File: src/rtl/pipe_stage_buf.sv
// rtl/pipe_stage_buf.sv - pipeline-boundary register with skid entry, stall hold, flush and stall counter
module pipe_stage_buf #(
    parameter int DATA_W  = 128,
    parameter int CTRL_W  = 3,
    parameter int SKID_EN = 1,
    parameter int CNT_W   = 16
) (
    input  logic              clk,
    input  logic              rst_n,
    input  logic              stall,
    input  logic              flush,
    input  logic              in_valid,
    output logic              in_ready,
    input  logic [CTRL_W-1:0] in_ctrl,
    input  logic [DATA_W-1:0] in_data,
    output logic              out_valid,
    input  logic              out_ready,
    output logic [CTRL_W-1:0] out_ctrl,
    output logic [DATA_W-1:0] out_data,
    output logic [CNT_W-1:0]  stall_cnt
);

    typedef enum logic [1:0] {
        EMPTY = 2'd0,
        ONE   = 2'd1,
        TWO   = 2'd2
    } state_t;

    state_t            state_q;
    logic              live_q;
    logic [CTRL_W-1:0] main_ctrl_q;
    logic [CTRL_W-1:0] skid_ctrl_q;
    logic [DATA_W-1:0] main_data_q;
    logic [DATA_W-1:0] skid_data_q;
    logic [CNT_W-1:0]  stall_cnt_q;
    logic [CNT_W-1:0]  stall_cnt_d;

    logic main_valid;
    logic skid_valid;
    logic accept;
    logic pop;

    assign main_valid = (state_q != EMPTY);
    assign skid_valid = (state_q == TWO);

    // live_q keeps in_ready low while reset is held and for the edge that releases it
    generate
        if (SKID_EN != 0) begin : g_skid
            assign in_ready = live_q & ~skid_valid & ~stall & ~flush;
        end else begin : g_pass
            assign in_ready = live_q & (~main_valid | out_ready) & ~stall & ~flush;
        end
    endgenerate

    assign accept = in_valid & in_ready;
    assign pop    = main_valid & out_ready & ~stall & ~flush;

    always_ff @(posedge clk or negedge rst_n) begin
        if (!rst_n) begin
            state_q     <= EMPTY;
            live_q      <= 1'b0;
            main_ctrl_q <= '0;
            skid_ctrl_q <= '0;
            main_data_q <= '0;
            skid_data_q <= '0;
        end else begin
            live_q <= 1'b1;
            if (flush) begin
                // data registers intentionally keep their contents; only control is squashed
                state_q     <= EMPTY;
                main_ctrl_q <= '0;
                skid_ctrl_q <= '0;
            end else if (!stall) begin
                case (state_q)
                    EMPTY: begin
                        if (accept) begin
                            main_ctrl_q <= in_ctrl;
                            main_data_q <= in_data;
                            state_q     <= ONE;
                        end
                    end
                    ONE: begin
                        if (accept && pop) begin
                            main_ctrl_q <= in_ctrl;
                            main_data_q <= in_data;
                        end else if (accept) begin
                            skid_ctrl_q <= in_ctrl;
                            skid_data_q <= in_data;
                            state_q     <= TWO;
                        end else if (pop) begin
                            state_q <= EMPTY;
                        end
                    end
                    TWO: begin
                        if (pop) begin
                            main_ctrl_q <= skid_ctrl_q;
                            main_data_q <= skid_data_q;
                            state_q     <= ONE;
                        end
                    end
                    default: state_q <= EMPTY;
                endcase
            end
        end
    end

    always_comb begin
        stall_cnt_d = stall_cnt_q;
        if (stall && (stall_cnt_q != {CNT_W{1'b1}})) begin
            stall_cnt_d = stall_cnt_q + {{(CNT_W-1){1'b0}}, 1'b1};
        end
    end

    always_ff @(posedge clk or negedge rst_n) begin
        if (!rst_n) begin
            stall_cnt_q <= '0;
        end else begin
            stall_cnt_q <= stall_cnt_d;
        end
    end

    assign out_valid = main_valid;
    assign out_ctrl  = main_valid ? main_ctrl_q : '0;
    assign out_data  = main_data_q;
    assign stall_cnt = stall_cnt_q;

endmodule

File: config.mk
export PLATFORM = sky130hd
export DESIGN_NAME = pipe_stage_buf
export DESIGN_NICKNAME = d
export VERILOG_FILES = /design/src/rtl/pipe_stage_buf.sv
export SDC_FILE = /design/constraint.sdc
export NUM_CORES = 1
export LEC_CHECK = 0
export ABC_AREA = 1
export CAP_MARGIN = 40
export CORE_ASPECT_RATIO = 0.75
export CORE_MARGIN = 1.5
export CORE_UTILIZATION = 25
export CTS_CLUSTER_DIAMETER = 150
export DETAILED_ROUTE_END_ITERATION = 16
export GPL_ROUTABILITY_DRIVEN = 0
export MAX_ROUTING_LAYER = met4
export SLEW_MARGIN = 0
export SYNTH_ARGS = -nofsm -noshare
export SYNTH_HDL_FRONTEND = slang
export SYNTH_SLANG_ARGS = --single-unit
File: constraint.sdc
create_clock -name clk -period 1.6 [get_ports clk]
set_clock_uncertainty 0.2 [all_clocks]
set_input_delay 0.24 -clock clk [delete_from_list [all_inputs] [get_ports clk]]
set_output_delay 0.24 -clock clk [all_outputs]
set_load 0.05 [all_outputs]
==> results.md, run 1 <==
- Pleak: ~12 nW
- Largest net degree at the start of global routing: 55
- Clock Latency Late Sink: between 500 and 600 ps
- Post-route cell area: roughly 25000 um2
- Layout Nets: between 2k and 2.5k
- Iter 0 DRT Violations: between 700 and 800
- Hold Path Depth: 3
- Multiplexer area fraction after synthesis: 0
- Tot Pwr: roughly 47 mW
- CP cell instances: buf_6 > buf_6 > nor2_4 > buf_6 > nor2_2 > buf_6
- Post-synthesis instance area: about 12000 um2
- CTS Buffer Depth: 3
- Via count: about 13k
- Share of cells above drive strength 1: 0.519
- EDFF count, synth: 0
- Synth Area in XOR/XNOR: 0.00790
- Syn_area_per_cell: 8.43 um2
- CTS tree: yes
- Net switching power: 19.1 mW
- Critical Path Source Type: flop
- Max Cap Violations: 0
- Vias per std cell: around 4.7
- Grt total ovfl: 0
- Crit path capture type: output port
- Clock transition at path regs: roughly 60 ps
- Port-buffer cells: 285
- Transition time at the pin with the least slew margin: approximately 500 ps
- Critical path's slowest cell: dfrtp_1
- Post-synthesis sequential area ratio: 0.577
- Die Y: 194 um
- Final Cycle Share: 1.34
- Yosys warns: 0
- Chip width: 258 um
- Endpoint, Worst Hold: skid_data_q[87]
- Power share of the combinational group: 0.551
- RSZ-0062 raised after global routing: yes
- Most used cell, CP: buf_6
- Antenna violations before repair: 3
- Worst r2r src: state_q[1]
- Antenna Nets Post-Route: 0
- Dpl hpwl: between 20000 and 25000 um
- Sequential group share of total power: 0.290
- Finished Layout Cells: about 2.7k
- TNS Setup: -123090 ps
- Final slew viol count: 0
- Peak VDD IR: 1.35 mV
- CP Data Arrival Time: roughly 1700 ps
- Crit Path Category: flop to output port
- Max Fanout on Critical Path: 5
- CTS Buf Count: 31
- Count leader, synth: nand2_1
- Simple-Gate Fraction of Synth Area: 0.164
- Initial Util: 0.255
- Internal: between 20 and 30 mW
- Worst setup margin: -547 ps
- R2R Setup Slk: -520 ps
- Final wirelength: roughly 53000 um
- Pre-antenna DRT Iters: 5
- Wire length per cell: roughly 20 um
- WP data required: 1160 ps
- Cell count after synthesis: around 1.4k
- Sw Ratio: 0.403
- Final Setup Violations: 372
- Mapped Nets: 1583
- Fin crit period: 2150 ps
- Max_slew headroom: 0.660
- Yosys top cell by area: dfrtp_1
- Most area-consuming cells after synthesis: dfrtp_1, nand2_1, o21ai_1
- FF-to-FF End: out_data[78]
- Compound-Gate Fraction of Synth Area: 0.165
- Yosys top cell area share: 0.577
- Row Count: between 60 and 70
- Clock Sinks: about 280
- CTS root buf: clkbuf_16
- Async S/R FF share, synth: 1.00
- GRT Overall Usage: 0.199
- Status: complete, but fails checks
- Post-Synth Adder-Cell Area: 0.00103
- Core area: about 48000 um2
- Tightest Hold Check Type: primary input to flop
- CP peak stage delay: between 400 and 500 ps
- Placed insts: 2367
- Synth unique cells: 26
- Vias in the first global route: approximately 13k
- I/O Pins: 286
- Worst r2r path cells: 10
- Top FF cell, synth: dfrtp_1
- Source of the worst hold timing path: in_data[87]
- Fin Hold WS: roughly 17 ps
- First-pass GRT wire length: 75600 um
- Clk pwr share: 0.159
- Largest family of logic cells by synthesized area: compound AO/OA/AOI/OAI gates
- Failing checks: negative setup slack
- DRC: 0
- CP startpoint: state_q[0]
- Area delta synth->final: 106%
- Final hold vios: 0
- Placed instance area: 17800 um2
- CTS H-tree lvls: 1
- Top post-synthesis cells by count: nand2_1, dfrtp_1, o21ai_1
- Die area: around 50000 um2
- Number of synthesized register bits: between 200 and 300
- Fmax: 466 MHz
- Power Density: roughly 1900 nW/um2
kinds of logic after synthesis:
kind of cell | Yosys count
AO/OA/AOI/OAI | 401
XOR/XNOR | 11
adder cells (fa/ha/maj) | 1
buffers and inverters | 234
flip-flops | 281
other | 1
AND/OR/NAND/NOR | 516
registers in the layout, indices dropped and copies added, names as in the netlist:
| name | cells |
|---|---|
| skid_ctrl_q | 3 |
| out_data | 128 |
| stall_cnt | 16 |
| live_q | 1 |
| main_ctrl_q | 3 |
| skid_data_q | 128 |
| state_q | 2 |
layout by cell type, fill, tap and decap left out, types with 4 or more instances in the layout:
cell	instances
o21ai_0	122
nand2_2	105
nor2_1	13
nor2_4	7
dlygate4sd3_1	7
buf_4	187
buf_6	44
nand3_4	4
clkbuf_1	4
nand3_2	5
o21ai_1	78
nor2_2	5
clkbuf_8	9
nand3_1	8
dfrtp_2	40
clkinv_2	5
o21ai_2	193
inv_1	142
nand2_1	220
buf_12	183
buf_8	17
clkbuf_16	43
nand2_4	137
buf_16	56
o21ai_4	4
xor2_1	5
dfrtp_1	241
nand2_8	5
clkdlybuf4s50_1	135
xnor2_1	4
worst max path at each step:
stage	cells past startpoint	endpoint
2_1_floorplan	9	stall_cnt[6]
3_3_place_gp	8	out_data[2]
3_5_place_dp	8	out_data[91]
4_1_cts	7	in_ready
5_1_grt	6	out_ctrl[2]
6_report	6	out_ctrl[2]
critical path: cells and delay by family (launching register included):
family | cells | cell delay, ps
DFF | 1 | 420
buffers and inverters | 4 | 550
and+or+nand+nor | 2 | 140
cell type report:
class / count / area [um2]
multi-input cells: 932 / 6450
diodes: 3 / 7.51
repair buffers: 642 / 9110
flip-flops and latches: 281 / 7080
inverters: 148 / 571
clock buffers: 44 / 915
fillers: 3967 / 22600
clock inverters: 10 / 133
repair inverters: 3 / 36.3
well taps: 639 / 800
layer usage:
| layer | share of wire | GRT usage | routed length [um] | up-vias |
|---|---|---|---|---|
| li1 | - | - | - | 5870 |
| met1 | 0.42 | 0.263 | 22200 | 6357 |
| met2 | 0.49 | 0.318 | 26100 | 451 |
| met3 | 0.064 | 0.0358 | 3390 | 106 |
| met4 | 0.029 | 0.0464 | 1570 | 0 |
| met5 | 0 | - | 0 | - |
what timing repair did:
item,in CTS,in global routing
endpoints found under the hold margin,286,7
cloned,64,15
setup buffers,145,70
hold buffers,7,1
endpoints found under the setup margin,425,434
resized for setup,471,414
pin swaps,20,42
through the flow:
| stage | setup WS (ps) | util |
|---|---|---|
| 2_1_floorplan | -221 | - |
| 3_3_place_gp | -683 | 0.372 |
| 3_5_place_dp | -732 | 0.372 |
| 4_1_cts | -513 | 0.484 |
| 5_1_grt | -598 | 0.526 |
| 6_report | -547 | 0.526 |
power groups by stage:
stage	clock network, mW	registers [mW]	logic [mW]
2_1_floorplan	0	17.9	3.58
3_3_place_gp	0	13.0	18.6
3_5_place_dp	0	13.1	18.9
4_1_cts	7.62	13.2	22.8
5_1_grt	7.96	14.0	27.2
6_report	7.53	13.7	26.0
Power figures use the tool's default switching activity.
==> run 2, diff against run 1 <==
Settings changed: CTS_CLUSTER_DIAMETER 150 to not set.
==> results of run 2 <==
No change in the layout: final DEF, timing and power equal those of run 1.
